### config.mk
export PLATFORM = sky130hd
export DESIGN_NAME = mips_pipe_ctrl
export DESIGN_NICKNAME = d
export VERILOG_FILES = /design/src/rtl/mips_pipe_ctrl.sv
export SDC_FILE = /design/constraint.sdc
export NUM_CORES = 1
export LEC_CHECK = 0
export BUFFER_PORTS_ARGS = -buffer_cell sky130_fd_sc_hd__buf_2
export CAP_MARGIN = 10
export CORE_ASPECT_RATIO = 0.9
export CORE_MARGIN = 4
export CORE_UTILIZATION = 25
export CTS_BUF_LIST = sky130_fd_sc_hd__clkbuf_4
export CTS_CLUSTER_DIAMETER = 50
export DETAILED_ROUTE_END_ITERATION = 7
export HOLD_SLACK_MARGIN = 0.05
export PLACE_DENSITY = 0.44
export SYNTH_ARGS = -nofsm -noshare
export SYNTH_HDL_FRONTEND = slang
export SYNTH_SLANG_ARGS = --single-unit
### constraint.sdc
create_clock -name clk -period 3.7 [get_ports clk]
set_clock_uncertainty 0.15 [all_clocks]
set_input_delay 0.185 -clock clk [delete_from_list [all_inputs] [get_ports clk]]
set_output_delay 0.185 -clock clk [all_outputs]
set_load 0.05 [all_outputs]
### src/rtl/mips_pipe_ctrl.sv
// Stall/flush sequencer for the 5-stage MIPS pipeline: merges load-use, branch redirect,
// HI/LO interlock and data-memory wait states into one set of stage-register controls.
module mips_pipe_ctrl #(
  parameter int MD_LATENCY  = 32,
  parameter int MEM_TIMEOUT = 16,
  parameter int CNT_W       = 16
) (
  input  logic             clk,
  input  logic             reset,
  input  logic             hz_stall,
  input  logic             br_taken_ex,
  input  logic             md_start_ex,
  input  logic             md_use_id,
  input  logic             dmem_req,
  input  logic             dmem_ready,
  output logic             pc_write,
  output logic             if_id_write,
  output logic             if_id_flush,
  output logic             id_ex_bubble,
  output logic             ex_mem_write,
  output logic             md_busy,
  output logic             mem_timeout,
  output logic [CNT_W-1:0] stall_count
);

  localparam int MD_W   = $clog2(MD_LATENCY);
  localparam int WAIT_W = $clog2(MEM_TIMEOUT);

  typedef enum logic [1:0] {
    RUN,
    MEM_WAIT,
    ERR
  } ctrlState_e;

  ctrlState_e        stateQ, stateD;
  logic [WAIT_W-1:0] waitCntQ, waitCntD;
  logic [MD_W-1:0]   mdCntQ;
  logic              mdPending;
  logic              evalHazards;

  assign mdPending = (mdCntQ != '0);

  // NOTE: every output and next-state signal gets a default before any branch, so no
  // path through this block can leave a value unassigned and infer a latch.
  always_comb begin
    stateD       = stateQ;
    waitCntD     = waitCntQ;
    evalHazards  = 1'b0;
    pc_write     = 1'b1;
    if_id_write  = 1'b1;
    ex_mem_write = 1'b1;
    if_id_flush  = 1'b0;
    id_ex_bubble = 1'b0;
    mem_timeout  = 1'b0;
    md_busy      = mdPending;

    if (reset) begin
      pc_write     = 1'b0;
      if_id_write  = 1'b0;
      ex_mem_write = 1'b0;
      if_id_flush  = 1'b1;
      id_ex_bubble = 1'b1;
      md_busy      = 1'b0;
    end else begin
      unique case (stateQ)
        RUN: begin
          if (dmem_req && !dmem_ready) begin
            pc_write     = 1'b0;
            if_id_write  = 1'b0;
            ex_mem_write = 1'b0;
            stateD       = MEM_WAIT;
            waitCntD     = WAIT_W'(1);
          end else begin
            evalHazards = 1'b1;
          end
        end
        MEM_WAIT: begin
          if (!dmem_ready) begin
            pc_write     = 1'b0;
            if_id_write  = 1'b0;
            ex_mem_write = 1'b0;
            if (waitCntQ == WAIT_W'(MEM_TIMEOUT - 1)) begin
              stateD = ERR;
            end else begin
              waitCntD = waitCntQ + WAIT_W'(1);
            end
          end else begin
            // The branch held in the frozen EX stage is acted on in this release cycle.
            evalHazards = 1'b1;
            stateD      = RUN;
            waitCntD    = '0;
          end
        end
        default: begin
          pc_write     = 1'b0;
          if_id_write  = 1'b0;
          ex_mem_write = 1'b0;
          mem_timeout  = 1'b1;
        end
      endcase

      if (evalHazards) begin
        if (br_taken_ex) begin
          if_id_flush  = 1'b1;
          id_ex_bubble = 1'b1;
        end else if ((md_use_id && mdPending) || hz_stall) begin
          pc_write     = 1'b0;
          if_id_write  = 1'b0;
          id_ex_bubble = 1'b1;
        end
      end
    end
  end

  // NOTE: reset is sampled on the clock edge like any other input; it is not in the
  // sensitivity list, and all state uses non-blocking assignments.
  always_ff @(posedge clk) begin
    if (reset) begin
      stateQ      <= RUN;
      waitCntQ    <= '0;
      mdCntQ      <= '0;
      stall_count <= '0;
    end else begin
      stateQ   <= stateD;
      waitCntQ <= waitCntD;

      // The MUL/DIV unit free-runs, so its countdown continues through freezes.
      if (md_start_ex && ex_mem_write && !mdPending) begin
        mdCntQ <= MD_W'(MD_LATENCY - 1);
      end else if (mdPending) begin
        mdCntQ <= mdCntQ - MD_W'(1);
      end

      if (!pc_write && (stall_count != '1)) begin
        stall_count <= stall_count + CNT_W'(1);
      end
    end
  end

endmodule
==> out/results.ini, run 1 <==
[synthesis]
yosysMostFrequentCell = dfxtp_1
synthTopCellsByCount = dfxtp_1 (27), a21oi_1 (20), nor2_1 (19)
synth_adder_area_share_pct = 2.620
synth_seq_area_share_pct = 37.73
synth_top_family_by_area = simple AND/OR/NAND/NOR gates
synth_compound_area_share_pct = 18.60
mappedNetlistArea_mm2 = 0.001433
synthXorXnorAreaFrac_pct = 2.445
async_flop_share_pct = 0
ys_top_cells_by_area = dfxtp_1 (38%), a21oi_1 (7.0%), nor2_1 (5.0%)
synth-edff-count = 0
synth_flop_cell = dfxtp_1
yosysTopAreaCellShare_pct = 37.73
netlist_instances = 175
synth_top_area_cell = dfxtp_1
yosys.area_share.simple_pct = 31.00
ys_ff_latch = 27
syn-num-nets = 186
synthDistinctLibCells = 36
synthMuxAreaShare_pct = 2.358
syn_avg_cell_area_um2 = 8.186
yosys_warnings = 0

[final_layout]
nets = 216
fill_cells = 611
diodes = 0
layout-drive-gt1-share_pct = 20.10
area_growth_pct = 16.77

[worst_setup_path]
path_class = register to register
required_ps = 3780
path_cells = ha_1 > nand4_1 > nor4_1 > a21o_1 > nor2_1 > mux2_2
cp_slowest_stage_delay_ps = 470
cp_num_buf_inv = 0
critPathTopFamily = simple AND/OR/NAND/NOR gates
slowest_stage = nor4_1
worst_ep_arrival_time_ps = 2550
cp-end-kind = register
worstPathMaxFanout = 20
startpoint_type = register

[drt]
vias = 1303
drt_first_iter_violations = 84
antenna_left = 0
wl_per_cell_um = 12.63
drtPass1Iterations = 4
wirelength_um = 3424
drc = 0
via_per_inst = 4.808

[placed_design]
gp_congestion = 0.7960
place_hpwl_um = 2554
io_buffer_count = 30
place_ws_ps = 1242

[pwr]
p_per_area_mw_per_mm2 = 428.2
p_leak_nw = 0.6694
ir_drop_mv = 0.1581
total_power_mw = 0.7163

[die]
design.die.area_mm2 = 0.007007
die_w_um = 87.80
io_pins = 31
coreArea_mm2 = 0.005411
start_util_pct = 26.47
rows = 25
fp.dieH_um = 79.82

[worst_hold_path]
hold_class = input port to register

[run_status]
status = completed

[sta]
setup_violations = 0
finalHoldViolCount = 0
worstMarginPinSlew_ps = 580.2
slew_headroom_pct = 61.32
finalCritPeriodShare_pct = 66.89
timing.final.ws_setup_ps = 1225
finalSetupTns_ps = 0
rsz0062_at_grt = no
slew_violations = 0
fin_crit_ps = 2475
max_freq_ghz = 0.4041

[global_routing]
grt_max_degree = 35
grt_usage_pct = 10.24
grt_first_pass_wirelength_um = 5713
antenna_found_initial = 0
grt_overflow_total = 0
grt_pass1_vias = 1166

[clock_network]
cts.reportedPaths.clkPinSlew_ps = 150
cts_max_level = 1
ctsLongestPathBuffers = 2
cts_sinks = 27
root_buffer = clkbuf_4
cts_tree = built
cts_setup_buffers = 0
insertion_delay_ps = 330
cts_made_buffers = 3

[job]
drv_cap = 0

## cell type report
class	count	area (µm²)	share of cell area [%]
inverters	9	33.78	2.019
well taps	67	83.83	5.011
repair buffers	32	167.7	10.02
clock buffers	4	30.03	1.795
flip-flops and latches	27	540.5	32.31
multi-input cells	132	817.0	48.84
## cell families after synthesis
| group | Yosys count |
|---|---|
| and+or+nand+nor | 79 |
| adders and majority gates | 3 |
| muxes | 3 |
| buffers and inverters | 16 |
| AOI/OAI and AO/OA | 43 |
| DFF | 27 |
| xor gates and xnor gates | 4 |
## worst paths after layout
| kind | from | end | slack [ps] | cells past startpoint |
|---|---|---|---|---|
| setup / recovery | stall_count[0] | stall_count[11] | 1230 | 6 |
| hold / removal | dmem_ready | waitCntQ[0] | 90 | 3 |
| hold reg to reg | mdCntQ[1] | mdCntQ[1] | 350 | 2 |
| setup reg to reg | stall_count[0] | stall_count[11] | 1230 | 6 |
## what timing repair did
item	in CTS	in global routing
hold buffers	1	0
gates resized for setup	0	0
hold endpoints to repair	3	0
## stage by stage
step | cell area [µm²] | std cells | util [%] | hold WS (ps)
6_report | 1673 | 271 | 30.91 | 85.67
5_1_grt | 1673 | 271 | 30.91 | 75.39
4_1_cts | 1673 | 271 | 30.91 | 68.17
3_5_place_dp | 1633 | 266 | 30.17 | 333.1
3_3_place_gp | 1633 | 266 | 30.17 | 335.4
2_1_floorplan | 1433 | 175 | - | 228.5
## sequential cells by signal, indices dropped and copies added, names as in the netlist
| register | flops |
|---|---|
| waitCntQ | 4 |
| mdCntQ | 5 |
| stateQ | 2 |
| stall_count | 16 |
## power by group
| part | internal, mW | switching [mW] | leakage, nW |
|---|---|---|---|
| sequential | 0.318 | 0.0288 | 0.220 |
| combinational | 0.0834 | 0.149 | 0.431 |
| clock | 0.0496 | 0.0877 | 0.0184 |
## metal layers
layer,wire length [µm],share of wire [%],GRT usage (%)
met5,0,0,0
met4,22,0.64,1.840
met3,197,5.8,2.786
met2,1354,40,14.46
met1,1850,54,15.40
## placed cells by master, fill, tap and decap left out, types with 5 or more instances in the layout
cell      netlist  layout
dfxtp_1        27      27
nand2b_1        5       5
nand4_1         5       5
nor3_1          9       9
nor2_1         19      19
or3_1           5       5
a21oi_1        20      20
nand3_1         8       8
o31ai_1         5       5
inv_1           9       9
nand2_1        11      11
o21ai_0         5       5
buf_2           0      30
or4_1           6       6
## worst reg2reg max path: stages, from the launching register on
cell	delay, ps
dfxtp_1	450
ha_1	290
nand4_1	160
nor4_1	470
a21o_1	460
nor2_1	110
mux2_2	280
No activity file was read; power rests on OpenSTA's default activity.
==> run 2, diff against run 1 <==
--- a/config.mk
+++ b/config.mk
@@ -5,6 +5,7 @@
 export SDC_FILE = /design/constraint.sdc
 export NUM_CORES = 1
 export LEC_CHECK = 0
+export ABC_AREA = 1
 export BUFFER_PORTS_ARGS = -buffer_cell sky130_fd_sc_hd__buf_2
 export CAP_MARGIN = 10
 export CORE_ASPECT_RATIO = 0.9
@@ -14,7 +15,7 @@
 export CTS_CLUSTER_DIAMETER = 50
 export DETAILED_ROUTE_END_ITERATION = 7
 export HOLD_SLACK_MARGIN = 0.05
-export PLACE_DENSITY = 0.44
+export PLACE_DENSITY = 0.45
 export SYNTH_ARGS = -nofsm -noshare
 export SYNTH_HDL_FRONTEND = slang
 export SYNTH_SLANG_ARGS = --single-unit
==> constraint.sdc (replaced) <==
create_clock -name clk -period 2.05 [get_ports clk]
set_clock_uncertainty 0.15 [all_clocks]
set_input_delay 0.1025 -clock clk [delete_from_list [all_inputs] [get_ports clk]]
set_output_delay 0.1025 -clock clk [all_outputs]
set_load 0.05 [all_outputs]
==> run 2 against run 1 <==
Compared with the run above:
- synthesized area increased by 13%
- core utilization up 2.3 points
- critical path depth up 2
- first-iteration DRC count increased by 13%
- global-route usage increased by 0.93 points
- sequential power grew 81%
- wire length up 21%
==> out/results.ini, run 2 <==
[pwr]
p_int_mw = 0.8641  ; was 0.4510 mW
p_leak_nw = 0.9091  ; was 0.6694 nW
p_seq_share_pct = 45.1  ; was 48.4%
total_power_mw = 1.393  ; was 0.7163 mW
p_per_area_mw_per_mm2 = 674.5  ; was 428.2 mW/mm²
ir_drop_mv = 0.3055  ; was 0.1581 mV
combPwrFrac_pct = 37.0  ; was 32.4%
clock_power_share_pct = 17.9  ; was 19.2%
switchingPower_mw = 0.5293  ; was 0.2653 mW
p_sw_share_pct = 37.99  ; was 37.04%

[synthesis]
synthTopCellsByCount = nand2_1 (67), nor2_1 (29), nand3_1 (28)  ; was dfxtp_1 (27), a21oi_1 (20), nor2_1 (19)
ys_top_cells_by_area = dfxtp_1 (33%), nand2_1 (15%), nand3_1 (8.6%)  ; was dfxtp_1 (38%), a21oi_1 (7.0%), nor2_1 (5.0%)
yosys_warnings = 0  ; unchanged
yosysMostFrequentCell = nand2_1  ; was dfxtp_1
synth_flop_cell = dfxtp_1  ; unchanged
yosysTopAreaCellShare_pct = 33.28  ; was 37.73%
netlist_instances = 243  ; was 175
synth-edff-count = 0  ; unchanged
syn-num-nets = 254  ; was 186
synth_top_area_cell = dfxtp_1  ; unchanged
ys_ff_latch = 27  ; unchanged
mappedNetlistArea_mm2 = 0.001624  ; was 0.001433 mm²
async_flop_share_pct = 0  ; unchanged
synth_seq_area_share_pct = 33.28  ; was 37.73%
syn_avg_cell_area_um2 = 6.683  ; was 8.186 µm²
synthDistinctLibCells = 30  ; was 36

[worst_setup_path]
worstPathMaxFanout = 4  ; was 20
required_ps = 2180  ; was 3780 ps
path_cells = inv_1 > ha_4 > nand3_1 > buf_4 > inv_1 > nand3_1 > a21oi_1 > dlygate4sd3_1  ; was ha_1 > nand4_1 > nor4_1 > a21o_1 > nor2_1 > mux2_2
slowest_stage = dlygate4sd3_1  ; was nor4_1
worst_ep_arrival_time_ps = 2030  ; was 2550 ps
cp_slowest_stage_delay_ps = 550  ; was 470 ps
path_class = register to register  ; unchanged
startpoint_type = register  ; unchanged
cp-end-kind = register  ; unchanged

[final_layout]
instances_no_fill = 376  ; was 271
fill_cells = 692  ; was 611
final_common_cell = nand2_1  ; was buf_2
area_growth_pct = 27.20  ; was 16.77%
largest_register_ffs = 16  ; unchanged
nets = 301  ; was 216
layout-drive-gt1-share_pct = 26.30  ; was 20.10%
largest_register = stall_count  ; unchanged
diodes = 0  ; unchanged
final_cell_mix = nand2_1 (67), nand3_1 (28), nor2_1 (28)  ; was buf_2 (30), dfxtp_1 (27), a21oi_1 (20)
final_util_pct = 33.23  ; was 30.91%
largestRegisters = stall_count x16, mdCntQ x5, waitCntQ x4  ; unchanged
post-route-cell-area_mm2 = 0.002066  ; was 0.001673 mm²

[global_routing]
grt_max_degree = 15  ; was 35
grt_overflow_total = 0  ; unchanged
grt_first_pass_wirelength_um = 7120  ; was 5713 µm
grt_usage_pct = 11.16  ; was 10.24%
grt_pass1_vias = 1562  ; was 1166
antenna_found_initial = 0  ; unchanged

[clock_network]
cts_max_level = 1  ; unchanged
cts_made_buffers = 3  ; unchanged
insertion_delay_ps = 320  ; was 330 ps
root_buffer = clkbuf_4  ; unchanged
cts.reportedPaths.clkPinSlew_ps = 140  ; was 150 ps
cts_tree = built  ; unchanged
ctsLongestPathBuffers = 2  ; unchanged
cts_sinks = 27  ; unchanged

[worst_hold_path]
hold_class = input port to register  ; unchanged

[placed_design]
place_hpwl_um = 3288  ; was 2554 µm
place_ws_ps = 218.4  ; was 1242 ps
gp_congestion = 0.7922  ; was 0.7960
io_buffer_count = 30  ; unchanged
place_inst = 367  ; was 266
place_area_mm2 = 0.001954  ; was 0.001633 mm²

[drt]
antenna_left = 0  ; unchanged
drt_first_iter_violations = 95  ; was 84
wirelength_um = 4129  ; was 3424 µm
vias = 1637  ; was 1303
drc = 0  ; unchanged
drtPass1Iterations = 4  ; unchanged
wl_per_cell_um = 10.98  ; was 12.63 µm
via_per_inst = 4.354  ; was 4.808

[sta]
slew_violations = 0  ; unchanged
max_freq_ghz = 0.5257  ; was 0.4041 GHz
rsz0062_at_grt = no  ; unchanged
fin_crit_ps = 1902  ; was 2475 ps
fin_hold_ws_ps = 114.1  ; was 85.67 ps
worstMarginPinSlew_ps = 377.5  ; was 580.2 ps
finalHoldViolCount = 0  ; unchanged
setup_violations = 0  ; unchanged
finalSetupTns_ps = 0  ; unchanged
finalCritPeriodShare_pct = 92.78  ; was 66.89%
timing.final.ws_setup_ps = 147.9  ; was 1225 ps
slew_headroom_pct = 74.74  ; was 61.32%

[job]
drv_cap = 0  ; unchanged

[die]
design.die.area_mm2 = 0.007852  ; was 0.007007 mm²
fp.dieH_um = 84.47  ; was 79.82 µm
rows = 27  ; was 25
die_w_um = 92.96  ; was 87.80 µm
io_pins = 31  ; unchanged
start_util_pct = 26.13  ; was 26.47%
coreArea_mm2 = 0.006216  ; was 0.005411 mm²

[run_status]
status = completed  ; unchanged

run 2: timing repair:
item,CTS,global route
setup endpoints to repair,2,5
resized for setup,4,8
pin swaps,0,1
endpoints found under the hold margin,15,0
setup buffers,1,0
hold buffers,4,0
run 2: layer usage:
metal	up-vias	track usage [%]	share of wire (%)
li1	882	-	-
met1	735	14.44	50
met2	16	18.51	46
met3	4	1.792	2.2
met4	0	4.394	1.4
met5	-	0	0
run 2: final cells by class:
type | count | area [µm²] | area share, %
Multi-Input combinational cell | 184 | 969.7 | 46.94
Sequential cell | 27 | 545.5 | 26.41
Inverter | 26 | 97.59 | 4.724
Clock buffer | 4 | 30.03 | 1.454
Timing Repair Buffer | 48 | 314.1 | 15.20
Tap cell | 87 | 108.9 | 5.270
run 2: path summary, 6_finish.rpt:
check | cells after the start | to | slack, ps | startpoint
worst max register to register | 8 | mdCntQ[4] | 150 | mdCntQ[1]
worst min-delay path | 5 | stateQ[0] | 110 | dmem_req
worst max-delay path | 8 | mdCntQ[4] | 150 | mdCntQ[1]
worst min register to register | 2 | waitCntQ[0] | 350 | waitCntQ[0]
run 2: logic make-up (layout without fill, tap and decap cells):
kind of cell	count (synthesis)	after routing	share of synthesized area, %
buffers and inverters	32	78	8.244
and+or+nand+nor	140	140	38.44
AOI/OAI and AO/OA	31	31	12.33
xor gates and xnor gates	10	10	5.393
adders and majority gates	3	3	2.311
DFF	27	27	33.28
run 2: power by group through the flow:
stage,sequential (mW),combinational [mW],clock (mW)
after floorplan,0.655,0.328,0
after global placement,0.634,0.474,0
after detailed placement,0.634,0.479,0
after CTS,0.626,0.494,0.267
after global routing,0.638,0.581,0.290
final,0.629,0.515,0.249
run 2: critical path: cells and delay by family, from the launching register on:
family	cells	cell delay, ps
adders and majority gates	1	150
buffers and inverters	4	860
AOI/OAI and AO/OA	1	140
DFF	1	350
and+or+nand+nor	2	210
==> run 3, diff against run 2 <==
--- a/config.mk
+++ b/config.mk
@@ -11,7 +11,6 @@
 export CORE_ASPECT_RATIO = 0.9
 export CORE_MARGIN = 4
 export CORE_UTILIZATION = 25
-export CTS_BUF_LIST = sky130_fd_sc_hd__clkbuf_4
 export CTS_CLUSTER_DIAMETER = 50
 export DETAILED_ROUTE_END_ITERATION = 7
 export HOLD_SLACK_MARGIN = 0.05
==> run 3 against run 2 <==
Compared with the run above:
- final area shrank 0.61%
- die area is the same
- count of clock-buffer cells in the layout is the same
- clock power grew 23%
- combinational power shrank 2%
- maximum frequency shrank 0.91%
- largest power group unchanged
- first-iteration DRC count grew 18%
- total power grew 3.3%
- setup slack lost 18 ps
==> out/results.ini, run 3 (synthesis gave the netlist of run 2 again) <==
[clock_network]
cts_tree = built  ; unchanged
cts_made_buffers = 3  ; unchanged
cts_setup_buffers = 0  ; was 1
root_buffer = clkbuf_8  ; was clkbuf_4
cts_max_level = 1  ; unchanged
insertion_delay_ps = 270  ; was 320 ps
cts_sinks = 27  ; unchanged
cts.reportedPaths.clkPinSlew_ps = 90  ; was 140 ps
ctsLongestPathBuffers = 2  ; unchanged

[drt]
drtPass1Iterations = 4  ; unchanged
vias = 1617  ; was 1637
via_per_inst = 4.335  ; was 4.354
antenna_left = 0  ; unchanged
wirelength_um = 4140  ; was 4129 µm
wl_per_cell_um = 11.10  ; was 10.98 µm
drt_first_iter_violations = 112  ; was 95
drc = 0  ; unchanged

[job]
drv_cap = 0  ; unchanged

[worst_setup_path]
path_class = register to output pin  ; was register to register
ff2ff_setup_slack_ps = 210  ; was 150 ps
required_ps = 1800  ; was 2180 ps
worstPathMaxFanout = 9  ; was 4
slowest_stage = dfxtp_2  ; was dlygate4sd3_1
worst_ep_arrival_time_ps = 1670  ; was 2030 ps
cp-end-kind = output pin  ; was register
cp_common_cell = nand2_1
startpoint_type = register  ; unchanged
path_cells = inv_1 > ha_4 > nand3_1 > nand2_1 > nand2_1 > nand2_1 > nand2_2 > buf_6 > inv_1 > buf_6  ; was inv_1 > ha_4 > nand3_1 > buf_4 > inv_1 > nand3_1 > a21oi_1 > dlygate4sd3_1
cp_slowest_stage_delay_ps = 330  ; was 550 ps

[sta]
timing.final.ws_setup_ps = 130.4  ; was 147.9 ps
setup_violations = 0  ; unchanged
max_freq_ghz = 0.5209  ; was 0.5257 GHz
fin_crit_ps = 1920  ; was 1902 ps
finalHoldViolCount = 0  ; unchanged
fin_hold_ws_ps = 73.63  ; was 114.1 ps
slew_violations = 0  ; unchanged
finalCritPeriodShare_pct = 93.64  ; was 92.78%
slew_headroom_pct = 74.63  ; was 74.74%
worstMarginPinSlew_ps = 379.1  ; was 377.5 ps
rsz0062_at_grt = no  ; unchanged

[run_status]
status = completed  ; unchanged

[final_layout]
layout-drive-gt1-share_pct = 25.17  ; was 26.30%
nets = 298  ; was 301
largest_register = stall_count  ; unchanged
final_cell_mix = nand2_1 (67), nand3_1 (28), nor2_1 (28)  ; unchanged
area_growth_pct = 26.43  ; was 27.20%
fill_cells = 693  ; was 692
largest_register_ffs = 16  ; unchanged
instances_no_fill = 373  ; was 376
largestRegisters = stall_count x16, mdCntQ x5, waitCntQ x4  ; unchanged
diodes = 0  ; unchanged
final_common_cell = nand2_1  ; unchanged
final_util_pct = 33.03  ; was 33.23%

[global_routing]
antenna_found_initial = 0  ; unchanged
grt_max_degree = 15  ; unchanged
grt_usage_pct = 11.11  ; was 11.16%
grt_first_pass_wirelength_um = 7141  ; was 7120 µm
grt_overflow_total = 0  ; unchanged
grt_pass1_vias = 1563  ; was 1562

[placed_design]
place_hpwl_um = 3288  ; unchanged
place_ws_ps = 218.4  ; unchanged
gp_congestion = 0.7922  ; unchanged
io_buffer_count = 30  ; unchanged
place_inst = 367  ; unchanged

[die]
io_pins = 31  ; unchanged
fp.dieH_um = 84.47  ; unchanged
design.die.area_mm2 = 0.007852  ; unchanged
coreArea_mm2 = 0.006216  ; unchanged
start_util_pct = 26.13  ; unchanged
rows = 27  ; unchanged
die_w_um = 92.96  ; unchanged

[worst_hold_path]
hold_class = input port to register  ; unchanged

[pwr]
p_leak_nw = 0.9005  ; was 0.9091 nW
ir_drop_mv = 0.3060  ; was 0.3055 mV
p_per_area_mw_per_mm2 = 700.8  ; was 674.5 mW/mm²

## run 3: final cells by class
type | count | area [µm²] | area share [%]
multi-input cells | 184 | 969.7 | 47.23
inverters | 26 | 97.59 | 4.753
repair buffers | 45 | 286.5 | 13.95
well taps | 87 | 108.9 | 5.302
clock buffers | 4 | 45.04 | 2.194
flip-flops and latches | 27 | 545.5 | 26.57
## run 3: worst paths after layout
path                         end           start  depth (start not counted)
setup reg to reg  stall_count[1]  stall_count[0]                         10
hold reg to reg        mdCntQ[4]       mdCntQ[4]                          2
hold / removal       waitCntQ[0]      dmem_ready                          4
setup / recovery        pc_write       mdCntQ[0]                         10
## run 3: what timing repair did
item | 4_1_cts | 5_1_grt
gates cloned | 0 | 0
resized for setup | 0 | 12
setup endpoints to repair | 2 | 4
pin swaps | 0 | 1
endpoints found under the hold margin | 6 | 0
hold buffers | 2 | 0
## run 3: routing by layer
metal,GRT usage (%),wire length [µm],vias up,part of all wire [%]
met2,18.77,1907,13,46
met1,14.33,2075,726,50
met4,3.595,67,0,1.6
met5,0,0,-,0
li1,-,-,874,-
met3,1.882,90,4,2.2
## run 3: worst max-delay path: cells and delay by family (launching register included)
kind / cells / cell delay [ps]
buffers and inverters: 4 / 530
and+or+nand+nor: 5 / 390
DFF: 1 / 330
adders and majority gates: 1 / 150
## run 3: stage by stage
stage                     power, mW  TNS (ps)  cell area [µm²]
final                         1.439         0             2053
after global routing          1.550         0             2053
after global placement        1.108         0             1954
after floorplan              0.9836    -68.98             1634
after detailed placement      1.112         0             1954
after CTS                     1.429    -45.55             2019
## run 3: power by group
part / internal [mW] / switching (mW) / total [mW] / leakage [nW]
registers: 0.583 / 0.0431 / 0.626 / 0.221
clock network: 0.139 / 0.168 / 0.307 / 0.0228
logic: 0.183 / 0.323 / 0.506 / 0.657
